`src/rtl/mm_fir_avg.sv`:
```
// ---------------------------------------------------------------------------
// mm_fir_avg
//
// Moving-average (boxcar FIR) filter for the multimeter datapath. Consumes
// the 12-bit channel-0 sample stream from spi_adc and produces the average
// of the last N = 2^LOG2_N samples, using a circular buffer plus a running
// sum so that each accepted sample costs one add and one subtract.
//
// Parameters:
//   DATA_W  sample width in bits
//   LOG2_N  log2 of the window length (legal range 1..6)
//
// Ports:
//   clk            system clock
//   rst            synchronous reset, active-high
//   din_i          ADC sample, valid while din_update_i=1
//   din_update_i   one-cycle sample strobe
//   clr_i          synchronous flush request (same effect as reset)
//   dout_o         windowed average (sum / N, truncated)
//   dout_update_o  one-cycle strobe, dout_o has just been updated
//   full_o         1 once N samples have been accepted since the last clear
//   ready_o        0 while the buffer is being zeroed; samples are dropped
//   peak_o         (only with MM_FIR_AVG_PEAK_EN) largest dout_o since clear
//
// Optional feature macro: MM_FIR_AVG_PEAK_EN adds the peak_o output.
// ---------------------------------------------------------------------------
module mm_fir_avg #(
    parameter int DATA_W = 12,
    parameter int LOG2_N = 3
) (
    input  logic              clk,
    input  logic              rst,
    input  logic [DATA_W-1:0] din_i,
    input  logic              din_update_i,
    input  logic              clr_i,
    output logic [DATA_W-1:0] dout_o,
    output logic              dout_update_o,
    output logic              full_o,
    output logic              ready_o
`ifdef MM_FIR_AVG_PEAK_EN
    ,
    output logic [DATA_W-1:0] peak_o
`endif
);

    localparam int N     = 1 << LOG2_N;
    localparam int SUM_W = DATA_W + LOG2_N;

    localparam logic [LOG2_N-1:0] PTR_LAST = '1;
    localparam logic [LOG2_N-1:0] PTR_ONE  = LOG2_N'(1);
    localparam logic [LOG2_N:0]   CNT_ONE  = (LOG2_N + 1)'(1);
    localparam logic [LOG2_N:0]   CNT_FULL = {1'b1, {LOG2_N{1'b0}}};

    typedef enum logic [1:0] {
        CLEAR = 2'd0,
        FILL  = 2'd1,
        RUN   = 2'd2
    } state_t;

    state_t              state_q, state_d;
    logic [DATA_W-1:0]   buf_q [N];
    logic [LOG2_N-1:0]   wr_ptr_q, wr_ptr_d;
    logic [LOG2_N:0]     cnt_q, cnt_d;
    logic [SUM_W-1:0]    sum_q, sum_d;
    logic [DATA_W-1:0]   dout_q, dout_d;
    logic                dout_update_q, dout_update_d;
    logic                full_q, full_d;
    logic                ready_q, ready_d;
`ifdef MM_FIR_AVG_PEAK_EN
    logic [DATA_W-1:0]   peak_q, peak_d;
`endif

    logic                buf_we;
    logic [DATA_W-1:0]   buf_wdata;
    logic                accept;
    logic [SUM_W-1:0]    new_sum;
    logic [DATA_W-1:0]   avg;
    logic [LOG2_N-1:0]   unused_frac;

    // The slot at wr_ptr always holds the oldest sample (or a zero written
    // during CLEAR), so the sum can never go negative and never exceed
    // N * max sample; SUM_W bits are always enough.
    assign new_sum = sum_q + {{LOG2_N{1'b0}}, din_i} - {{LOG2_N{1'b0}}, buf_q[wr_ptr_q]};

    // Dividing by N is just dropping the low LOG2_N bits (truncation).
    assign {avg, unused_frac} = new_sum;

    assign accept = (state_q != CLEAR) && din_update_i && !clr_i;

    // Next-state logic. clr_i takes priority over everything and restarts
    // the zeroing pass from slot 0; during CLEAR strobes are simply lost.
    always_comb begin
        state_d       = state_q;
        wr_ptr_d      = wr_ptr_q;
        cnt_d         = cnt_q;
        sum_d         = sum_q;
        dout_d        = dout_q;
        dout_update_d = 1'b0;
        full_d        = full_q;
        ready_d       = ready_q;
        buf_we        = 1'b0;
        buf_wdata     = '0;
`ifdef MM_FIR_AVG_PEAK_EN
        peak_d        = peak_q;
`endif

        if (clr_i) begin
            state_d  = CLEAR;
            wr_ptr_d = '0;
            cnt_d    = '0;
            sum_d    = '0;
            dout_d   = '0;
            full_d   = 1'b0;
            ready_d  = 1'b0;
`ifdef MM_FIR_AVG_PEAK_EN
            peak_d   = '0;
`endif
        end else begin
            case (state_q)
                CLEAR: begin
                    buf_we   = 1'b1;
                    wr_ptr_d = wr_ptr_q + PTR_ONE;
                    ready_d  = 1'b0;
                    if (wr_ptr_q == PTR_LAST) begin
                        state_d = FILL;
                        ready_d = 1'b1;
                    end
                end
                default: begin
                    if (accept) begin
                        buf_we        = 1'b1;
                        buf_wdata     = din_i;
                        wr_ptr_d      = wr_ptr_q + PTR_ONE;
                        sum_d         = new_sum;
                        dout_d        = avg;
                        dout_update_d = 1'b1;
`ifdef MM_FIR_AVG_PEAK_EN
                        if (avg > peak_q) begin
                            peak_d = avg;
                        end
`endif
                        // The fill counter only matters until the window
                        // is full; in RUN it just rests at N.
                        if (state_q == FILL) begin
                            cnt_d = cnt_q + CNT_ONE;
                            if (cnt_d == CNT_FULL) begin
                                state_d = RUN;
                                full_d  = 1'b1;
                            end
                        end
                    end
                end
            endcase
        end
    end

    // FSM and all registered outputs. Reset forces the same state as a
    // clear request, including restarting the zeroing pass.
    always_ff @(posedge clk) begin
        if (rst) begin
            state_q       <= CLEAR;
            wr_ptr_q      <= '0;
            cnt_q         <= '0;
            sum_q         <= '0;
            dout_q        <= '0;
            dout_update_q <= 1'b0;
            full_q        <= 1'b0;
            ready_q       <= 1'b0;
`ifdef MM_FIR_AVG_PEAK_EN
            peak_q        <= '0;
`endif
        end else begin
            state_q       <= state_d;
            wr_ptr_q      <= wr_ptr_d;
            cnt_q         <= cnt_d;
            sum_q         <= sum_d;
            dout_q        <= dout_d;
            dout_update_q <= dout_update_d;
            full_q        <= full_d;
            ready_q       <= ready_d;
`ifdef MM_FIR_AVG_PEAK_EN
            peak_q        <= peak_d;
`endif
        end
    end

    // Sample storage has no reset: the CLEAR pass that always follows a
    // reset or flush zeroes every slot before any sample is accepted.
    always_ff @(posedge clk) begin
        if (buf_we && !rst && !clr_i) begin
            buf_q[wr_ptr_q] <= buf_wdata;
        end
    end

    assign dout_o        = dout_q;
    assign dout_update_o = dout_update_q;
    assign full_o        = full_q;
    assign ready_o       = ready_q;
`ifdef MM_FIR_AVG_PEAK_EN
    assign peak_o        = peak_q;
`endif

endmodule

```
`config.mk`:
```
export PLATFORM = sky130hd
export DESIGN_NAME = mm_fir_avg
export DESIGN_NICKNAME = d
export VERILOG_FILES = /design/src/rtl/mm_fir_avg.sv
export SDC_FILE = /design/constraint.sdc
export NUM_CORES = 1
export LEC_CHECK = 0
export ABC_AREA = 0
export BUFFER_PORTS_ARGS = -buffer_cell sky130_fd_sc_hd__buf_2
export CORE_UTILIZATION = 55
export CTS_CLUSTER_DIAMETER = 150
export DETAILED_ROUTE_END_ITERATION = 12
export GPL_ROUTABILITY_DRIVEN = 0
export PLACE_DENSITY = 0.73
export SLEW_MARGIN = 20
export SYNTH_ARGS = -nofsm -noshare
export SYNTH_HDL_FRONTEND = slang
export SYNTH_SLANG_ARGS = --single-unit
export TNS_END_PERCENT = 10
```
`constraint.sdc`:
```
create_clock -name clk -period 8.5 [get_ports clk]
set_input_delay 0.85 -clock clk [delete_from_list [all_inputs] [get_ports clk]]
set_output_delay 0.85 -clock clk [all_outputs]
set_load 0.03 [all_outputs]
```
# ---- After elaboration in Yosys (flattened, before gate mapping)
# Memory sizes are Yosys's and may differ from the RTL's. A register that Yosys moved wholly into a read port is not among the register bits.
# Cells that the tools add are included.
dict set report classes {
  n_reduce_logical 17
  n_mux 18
  n_eq_ne 4
  add_sub_neg 4
  bitwise_logic 1
}
# operator n
set op_table {}
lappend op_table {{$mux W12} 3}
lappend op_table {{$add A15 B12 Y15} 1}
lappend op_table {{$sub A15 B12 Y15} 1}
lappend op_table {{$mux W3} 4}
lappend op_table {{$mux W2} 5}
lappend op_table {{$reduce_and A4 Y1} 2}
lappend op_table {{$reduce_bool A2 Y1} 4}
lappend op_table {{$mux W1} 6}
lappend op_table {{$add A4 B1 Y4 const B} 1}
lappend op_table {{$eq A4 B4 Y1 const B} 1}
lappend op_table {{$logic_and A1 B1 Y1} 4}
lappend op_table {{$add A3 B1 Y3 const B} 1}
lappend op_table {{$eq A3 B3 Y1 const B} 1}
lappend op_table {{$reduce_and A3 Y1} 1}
lappend op_table {{$reduce_or A3 Y1} 1}
lappend op_table {{$eq A2 B1 Y1 const B} 1}
lappend op_table {{$logic_not A1 Y1} 2}
lappend op_table {{$logic_not A2 Y1} 1}
lappend op_table {{$ne A2 B2 Y1 const B} 1}
lappend op_table {{$reduce_and A2 Y1} 1}
lappend op_table {{$reduce_or A2 Y1} 1}
lappend op_table {{$not A1 Y1} 1}
dict set report word_totals {
  ramBits 96
  wordCells 53
  ff_bits 39
  output_inout_bits 15
  memories 1
  in_bits 16
}
# name words word_bits rd rd_clocked_by_memory_dff wr line
set mem_list {}
lappend mem_list {buf_q 8 12 1 1 1 61} ;# logic [DATA_W-1:0] buf_q [N];

# ---- Longest topological paths before layout
# Gate-level depths: netlist of the first run.
dict set report depth {
  depth_word 10
  ltp_mapped 15
  depth_no_buf 13
}

# ---- Least setup slack after synthesis of the first run
# OpenSTA, ideal clock, no wires.
dict set report synth_timing {
  path_kind {register to register}
  startpoint {register (tool-made name)}
  endpoint {register sum_q[10]}
  arrival_time_ns 3.413
  slack_ns 5.011
  stages_incl_launch_ff 14
  n_path_buf 2
  required_ns 8.424
  setup_ns 0.076
  period_less_slack_ns 3.489
  path_cell_list {dfxtp_1 -> buf_2 -> buf_4 -> mux4_2 -> mux2_2 -> fa_1 -> inv_1 -> ha_1 -> a21oi_2 -> nand2_1 -> o211a_1 -> o21ai_0 -> mux2_2 -> o22ai_1}
}
# item line
set synth_lines {}
lappend synth_lines {{to (signal assigned)} 176} ;# sum_q <= sum_d;
lappend synth_lines {{to (decl)} 64} ;# logic [SUM_W-1:0] sum_q, sum_d;

==> results of run 1 <==
[cell families (layout without fill, tap and decap cells)]
| kind of cell | count (synthesis) | in the layout | share of synthesized area |
|---|---|---|---|
| AO/OA/AOI/OAI | 51 | 51 | 0.0530 |
| XOR/XNOR | 12 | 12 | 0.0175 |
| flip-flops | 126 | 126 | 0.578 |
| adder cells (fa/ha/maj) | 30 | 30 | 0.0773 |
| multiplexers | 42 | 42 | 0.123 |
| AND/OR/NAND/NOR | 110 | 110 | 0.0925 |
| buffers and inverters | 79 | 127 | 0.0586 |
[flip-flops by register name, indices dropped and copies added, names as in the netlist, named ones only]
signal         cells
buf_q             96
wr_ptr_q           3
cnt_q              4
full_o             1
sum_q             15
state_q            2
ready_o            1
dout_update_o      1
[routing by layer]
| layer | vias to the layer above | wire length [um] | global-route usage |
|---|---|---|---|
| li1 | 1681 | - | - |
| met1 | 1808 | 5310 | 0.325 |
| met2 | 118 | 6060 | 0.379 |
| met3 | 21 | 602 | 0.0632 |
| met4 | 0 | 292 | 0.0910 |
| met5 | - | 0 | 0 |
[final cells by class]
type                    count  area, um^2
inverters                  53         199
fillers                   759        3600
repair buffers             42         240
clock inverters            15         159
flip-flops and latches    126        3480
well taps                 136         170
clock buffers              17         414
multi-input cells         245        2200
[where the power goes]
| part | switching, mW | leakage, nW | internal, mW |
|---|---|---|---|
| clock network | 0.275 | 0.283 | 0.421 |
| registers | 0.00410 | 1.01 | 0.660 |
| logic | 0.0661 | 1.18 | 0.0550 |
| total | 0.346 | 2.48 | 1.14 |
[worst max-delay path: cells and delay by family, from the launching register on]
family | cells | cell delay (ns)
compound gates | 4 | 0.84
fa+ha+maj | 2 | 0.88
simple gates | 1 | 0.07
mux | 3 | 1.22
flops | 1 | 0.31
buf+inv | 2 | 0.46
[worst paths after layout]
kind	to	cells after the start	start
min	sum_q[0]	2	sum_q[0]
min reg2reg	sum_q[0]	2	sum_q[0]
max	sum_q[10]	12	flop
max reg2reg	sum_q[10]	12	flop
[placed cells by master (no fill, tap or decap), types with 2 or more instances in the layout]
cell                         n
sky130_fd_sc_hd__and2_1     13
sky130_fd_sc_hd__o22ai_1     2
sky130_fd_sc_hd__mux2_2     14
sky130_fd_sc_hd__xnor2_1     3
sky130_fd_sc_hd__or4_1       3
sky130_fd_sc_hd__o21ai_0     7
sky130_fd_sc_hd__bufinv_16   2
sky130_fd_sc_hd__inv_6       4
sky130_fd_sc_hd__ha_1       18
sky130_fd_sc_hd__fa_1       12
sky130_fd_sc_hd__nor3_2      2
sky130_fd_sc_hd__xor2_1      9
sky130_fd_sc_hd__nand3_1     6
sky130_fd_sc_hd__mux2i_1     3
sky130_fd_sc_hd__buf_4      12
sky130_fd_sc_hd__nor2_1     30
sky130_fd_sc_hd__clkinv_1    2
sky130_fd_sc_hd__nand2b_1    6
sky130_fd_sc_hd__a21o_1      3
sky130_fd_sc_hd__or3_1       5
sky130_fd_sc_hd__and3_1      3
sky130_fd_sc_hd__edfxtp_1   96
sky130_fd_sc_hd__a21oi_2     2
sky130_fd_sc_hd__nand4_1     6
sky130_fd_sc_hd__nor2b_1     3
sky130_fd_sc_hd__o21a_1      2
sky130_fd_sc_hd__mux4_2     24
sky130_fd_sc_hd__o211ai_1    3
sky130_fd_sc_hd__a21oi_1    22
sky130_fd_sc_hd__clkinv_4    3
sky130_fd_sc_hd__buf_2      30
sky130_fd_sc_hd__dfxtp_1    29
sky130_fd_sc_hd__nand2_1    25
sky130_fd_sc_hd__clkbuf_16  16
sky130_fd_sc_hd__inv_1      52
sky130_fd_sc_hd__clkinv_2    3
[through the flow]
step / setup WS [ns] / area [um^2] / total power, mW / cells / hold WS [ns]
after detailed placement: 4.40 / 6290 / 0.796 / 602 / 0.466
after global routing: 4.44 / 6860 / 1.54 / 634 / 0.485
after floorplan: 5.01 / 6020 / 0.767 / 450 / 0.436
after global placement: 4.57 / 6290 / 0.793 / 602 / 0.444
after CTS: 4.38 / 6860 / 1.49 / 634 / 0.476
final: 4.62 / 6860 / 1.48 / 634 / 0.468
==> flow_metrics.tcl, run 1 <==
set metrics [dict create \
    result_of_the_run "finished, final reports clean" \
    final_min_period_over_clock_period 0.456 \
    cellPowerDensity_nw_per_um2 216 \
    crit_slowest_cell "sky130_fd_sc_hd__mux4_2" \
    synth-seq-area-share 0.578 \
    cts_sinks 126 \
    synth_cell_type_count 51 \
    drt-wirelength-per-cell_um 19.3 \
    netlist_area_um2 6020 \
    grt_antenna_before_repair 0 \
    ys_flop_type "sky130_fd_sc_hd__edfxtp_1" \
    antenna_diode_count 0 \
    cts.reportedPaths.clkPinSlew_ns 0.06 \
    max_clock_freq_mhz 258 \
    synth_async_sr_flop_share 0 \
    final-hold-violation-count 0 \
    post-synth-top-area-fraction 0.479 \
    final_period_minus_worst_setup_slack_ns 3.88 \
    finalWirelength_mm 12.3 \
    areaGrowthSynthToFinish_pct 14.0 \
    crit_chain "buf_4 -> mux4_2 -> mux2_2 -> fa_1 -> inv_1 -> ha_1 -> a21oi_2 -> nand2_1 -> o211a_1 -> o21ai_0 -> mux2_2 -> o22ai_1" \
    io_buffer_count 30 \
    tns_ns 0 \
    finish.net_count 531 \
    hold_class "flop to flop" \
    reg2reg_setup_slack_ns 4.62 \
    timing_worst_setup_path_type "flop to flop" \
    post_detailed_route_drc_marker_count 0 \
    die_boundary_height_um 107 \
    critical_path.startpoint_type "flop" \
    firstDrtPassIters 5 \
    setup_viol_count_final 0 \
    critical-path-top-cell-by-count "sky130_fd_sc_hd__mux2_2" \
    synth.largest_area_cell "sky130_fd_sc_hd__edfxtp_1" \
    cells_after_synth 450 \
    ir_worst_vdd_v 0.000136 \
    crit_path_max_fo 24 \
    fp.dieArea_um2 11400 \
    timing.critical_path.arrival_ns 4.32 \
    initial_core_util 0.576 \
    synth_top_cells_by_count "96 x sky130_fd_sc_hd__edfxtp_1, 52 x sky130_fd_sc_hd__inv_1, 30 x sky130_fd_sc_hd__dfxtp_1, 30 x sky130_fd_sc_hd__nor2_1, 25 x sky130_fd_sc_hd__nand2_1" \
    cts-buffers-inserted 17 \
    synth_edf_count 96 \
    post_cts_hold_buffer_count 0 \
    grt.total_usage 0.242 \
    cts_setup_buffers 0 \
    synth.most_common_cell "sky130_fd_sc_hd__edfxtp_1" \
    largest_net_degree_at_the_start_of_global_routing 25 \
    worst_pin_slew_ns 0.884 \
    die_w_um 107 \
    timing.max_cap.violations 0 \
    clock-skew-final_ns 0.00742 \
    design.core.area_um2 10500 \
    clock_tree.root_cell "sky130_fd_sc_hd__clkbuf_8" \
    clock_latency_ns 0.52 \
    final_core_util 0.656 \
    postCtsResizedCells 0 \
    synth_warnings 0 \
    timing_max_transition_violations_final 0 \
    global_route_wire_length_before_repair_mm 19.8 \
    viasPerCell 5.72 \
    rsz0062_at_grt "false" \
    post_route_cells_drive_above_1_share 0.237 \
    drt-initial-drc-count 215 \
    grt_remaining_overflow 0 \
    cts_tree "built" \
    via_count_of_the_first_global_routing_pass 3766 \
    num_vias 3628 \
    hpwl_mm 7.97 \
    ant_nets 0 \
    synthesis.nets 496 \
    relSlewSlack 0.410 \
    fp-row-count 37 \
    top_level_ports 31 \
    cts-htree-levels 4 \
    avg_cell_area_syn_um2 13.4 \
    post_synth_main_area_contributors "sky130_fd_sc_hd__edfxtp_1 48%, sky130_fd_sc_hd__dfxtp_1 10%, sky130_fd_sc_hd__mux4_2 9.0%, sky130_fd_sc_hd__fa_1 4.0%, sky130_fd_sc_hd__ha_1 3.7%" \
    critical_path.endpoint_type "flop" \
    slowest_cell_delay_on_critical_path_ns 0.57 \
    postSynthRegisterBits 126 \
    cts.path.max_buffers 2 \
    standby_leakage_power_nw 2.48 \
    critical_path_required_ns 8.94 \
]
Note: power is estimated with default switching activity, not from simulation.
==> run 2: changes to the inputs <==
==> constraint.sdc (replaced) <==
create_clock -name clk -period 3.6 [get_ports clk]
set_input_delay 0.36 -clock clk [delete_from_list [all_inputs] [get_ports clk]]
set_output_delay 0.36 -clock clk [all_outputs]
set_load 0.03 [all_outputs]
==> run 2 against run 1 <==
Cell area is 2.3% higher. Combinational power grew to 2.6 times the previous value. Worst setup slack worse by 4.5 ns. Non-clock buffer count is 7 higher. Clock power grew to 2.6 times the previous value. Via count is 0.63% lower. Register-to-register slack worse by 4.5 ns. Clock-buffer cell count stayed put. Routed wire length is 0.91% lower. First-iteration DRC count is 16% lower. Clock skew is 0.0015 ns higher. Fmax is 12% higher. Critical endpoint unchanged. Highest routed layer unchanged.
==> flow_metrics.tcl, run 2 (same netlist as run 1, synthesis figures left out) <==
set metrics [dict create \
    critical_path.startpoint_type "flop" \
    layout.cells.most_common "sky130_fd_sc_hd__edfxtp_1" \
    postLayoutSetupSlackWorst_ns 0.136 \
    critical-path-top-delay-family "multiplexers" \
    reg2reg_setup_slack_ns 0.14 \
    finalWirelength_mm 12.2 \
    finish.net_count 538 \
    grt.total_usage 0.234 \
    fin_cells 641 \
    dp.cells 608 \
    top_level_ports 31 \
    viasPerCell 5.62 \
    result_of_the_run "finished, final reports clean" \
    cts_tree "built" \
    final_period_minus_worst_setup_slack_ns 3.46 \
    drt-initial-drc-count 180 \
    post_layout_instance_area_um2 7020 \
    cts_sinks 126 \
    largest_net_degree_at_the_start_of_global_routing 26 \
    design.core.area_um2 10500 \
    grt_remaining_overflow 0 \
    post_cts_hold_buffer_count 0 \
    global_route_wire_length_before_repair_mm 19.4 \
    ant_nets 0 \
    largest_reg_flops 96 \
    timing_worst_setup_path_type "flop to flop" \
    crit_slowest_cell "sky130_fd_sc_hd__mux4_2" \
    io_buffer_count 30 \
    fp-row-count 37 \
    timing.critical_path.arrival_ns 3.90 \
    timing.max_cap.violations 0 \
    hold_class "input port to flop" \
    cp_num_buf_inv 3 \
    die_boundary_height_um 107 \
    clock_latency_ns 0.52 \
    post_detailed_route_drc_marker_count 0 \
    worst_pin_slew_ns 0.779 \
    place_area_um2 6370 \
    antenna_diode_count 0 \
    grt_antenna_before_repair 0 \
    cellPowerDensity_nw_per_um2 523 \
    num_vias 3605 \
    critical_path.endpoint_type "flop" \
    reg_with_most_ffs "buf_q" \
    areaGrowthSynthToFinish_pct 16.6 \
    final_min_period_over_clock_period 0.962 \
    max_clock_freq_mhz 289 \
    die_w_um 107 \
    setup_viol_count_final 0 \
    fp.dieArea_um2 11400 \
    cts-buffers-inserted 17 \
    reg_top3 "buf_q: 96 flops, sum_q: 15 flops, cnt_q: 4 flops" \
    detailedPlace.worstSlack_ns 0.0485 \
    timing_max_transition_violations_final 0 \
    cts.reportedPaths.clkPinSlew_ns 0.06 \
    standby_leakage_power_nw 2.55 \
    via_count_of_the_first_global_routing_pass 3747 \
    firstDrtPassIters 4 \
    post_route_cells_drive_above_1_share 0.250 \
    crit_chain "buf_12 -> mux4_2 -> mux2_2 -> ha_1 -> inv_1 -> ha_1 -> inv_1 -> fa_1 -> nand2b_1 -> a21oi_2 -> o211a_1 -> o21ai_1 -> mux2_2 -> o22ai_1" \
    ir_worst_vdd_v 0.000319 \
    initial_core_util 0.576 \
    final-hold-violation-count 0 \
    drt-wirelength-per-cell_um 19.0 \
    design_power_total_mw 3.67 \
    critical_path_required_ns 4.04 \
    cts.path.max_buffers 2 \
    crit_path_max_fo 11 \
    cts-htree-levels 4 \
    hpwl_mm 7.80 \
    slowest_cell_delay_on_critical_path_ns 0.52 \
    clock-skew-final_ns 0.00893 \
    most-common-layout-cells "96 x sky130_fd_sc_hd__edfxtp_1, 52 x sky130_fd_sc_hd__inv_1, 30 x sky130_fd_sc_hd__nor2_1, 30 x sky130_fd_sc_hd__buf_2, 29 x sky130_fd_sc_hd__dfxtp_1" \
    clock_tree.root_cell "sky130_fd_sc_hd__clkbuf_8" \
    relSlewSlack 0.480 \
]
run 2: metal layers:
metal	track usage	share of wire	up-vias
met1	0.300	0.44	1773
met3	0.0498	0.046	24
met5	0	0	-
met4	0.0998	0.027	0
li1	-	-	1698
met2	0.388	0.49	110
run 2: path summary, 6_finish.rpt:
path	start	end	cells past startpoint
setup / recovery	flop	sum_q[10]	14
hold / removal	rst	sum_q[11]	4
setup reg to reg	flop	sum_q[10]	14
hold reg to reg	full_o	full_o	2
run 2: tightest hold or removal path, delay by kind of cell:
kind / cells / cell delay [ns]
compound gates: 2 / 0.17
simple gates: 1 / 0.12
buf+inv: 1 / 0.08
run 2: final cells by class:
cell class	instances	area, um^2
flip-flops and latches	126	3490
fillers	734	3440
multi-input cells	245	2200
clock buffers	17	414
repair buffers	49	343
clock inverters	15	208
inverters	53	199
well taps	136	170
run 2: repair_timing:
| item | 4_1_cts | 5_1_grt |
|---|---|---|
| buffers inserted | 0 | 1 |
| setup endpoints to repair | 0 | 7 |
| endpoints found under the hold margin | 0 | 0 |
| resized for setup | 0 | 6 |
run 2: metrics by stage:
stage,setup TNS (ns),utilization,hold slack [ns]
after floorplan,0,-,0.436
after global placement,0,0.609,0.447
after detailed placement,0,0.609,0.464
after CTS,0,0.668,0.252
after global routing,-0.00582,0.671,0.291
final,0,0.671,0.261
run 2: power breakdown:
group,internal (mW),switching [mW],total [mW]
clock network,1.14,0.659,1.80
registers,1.56,0.00604,1.56
logic,0.145,0.167,0.312
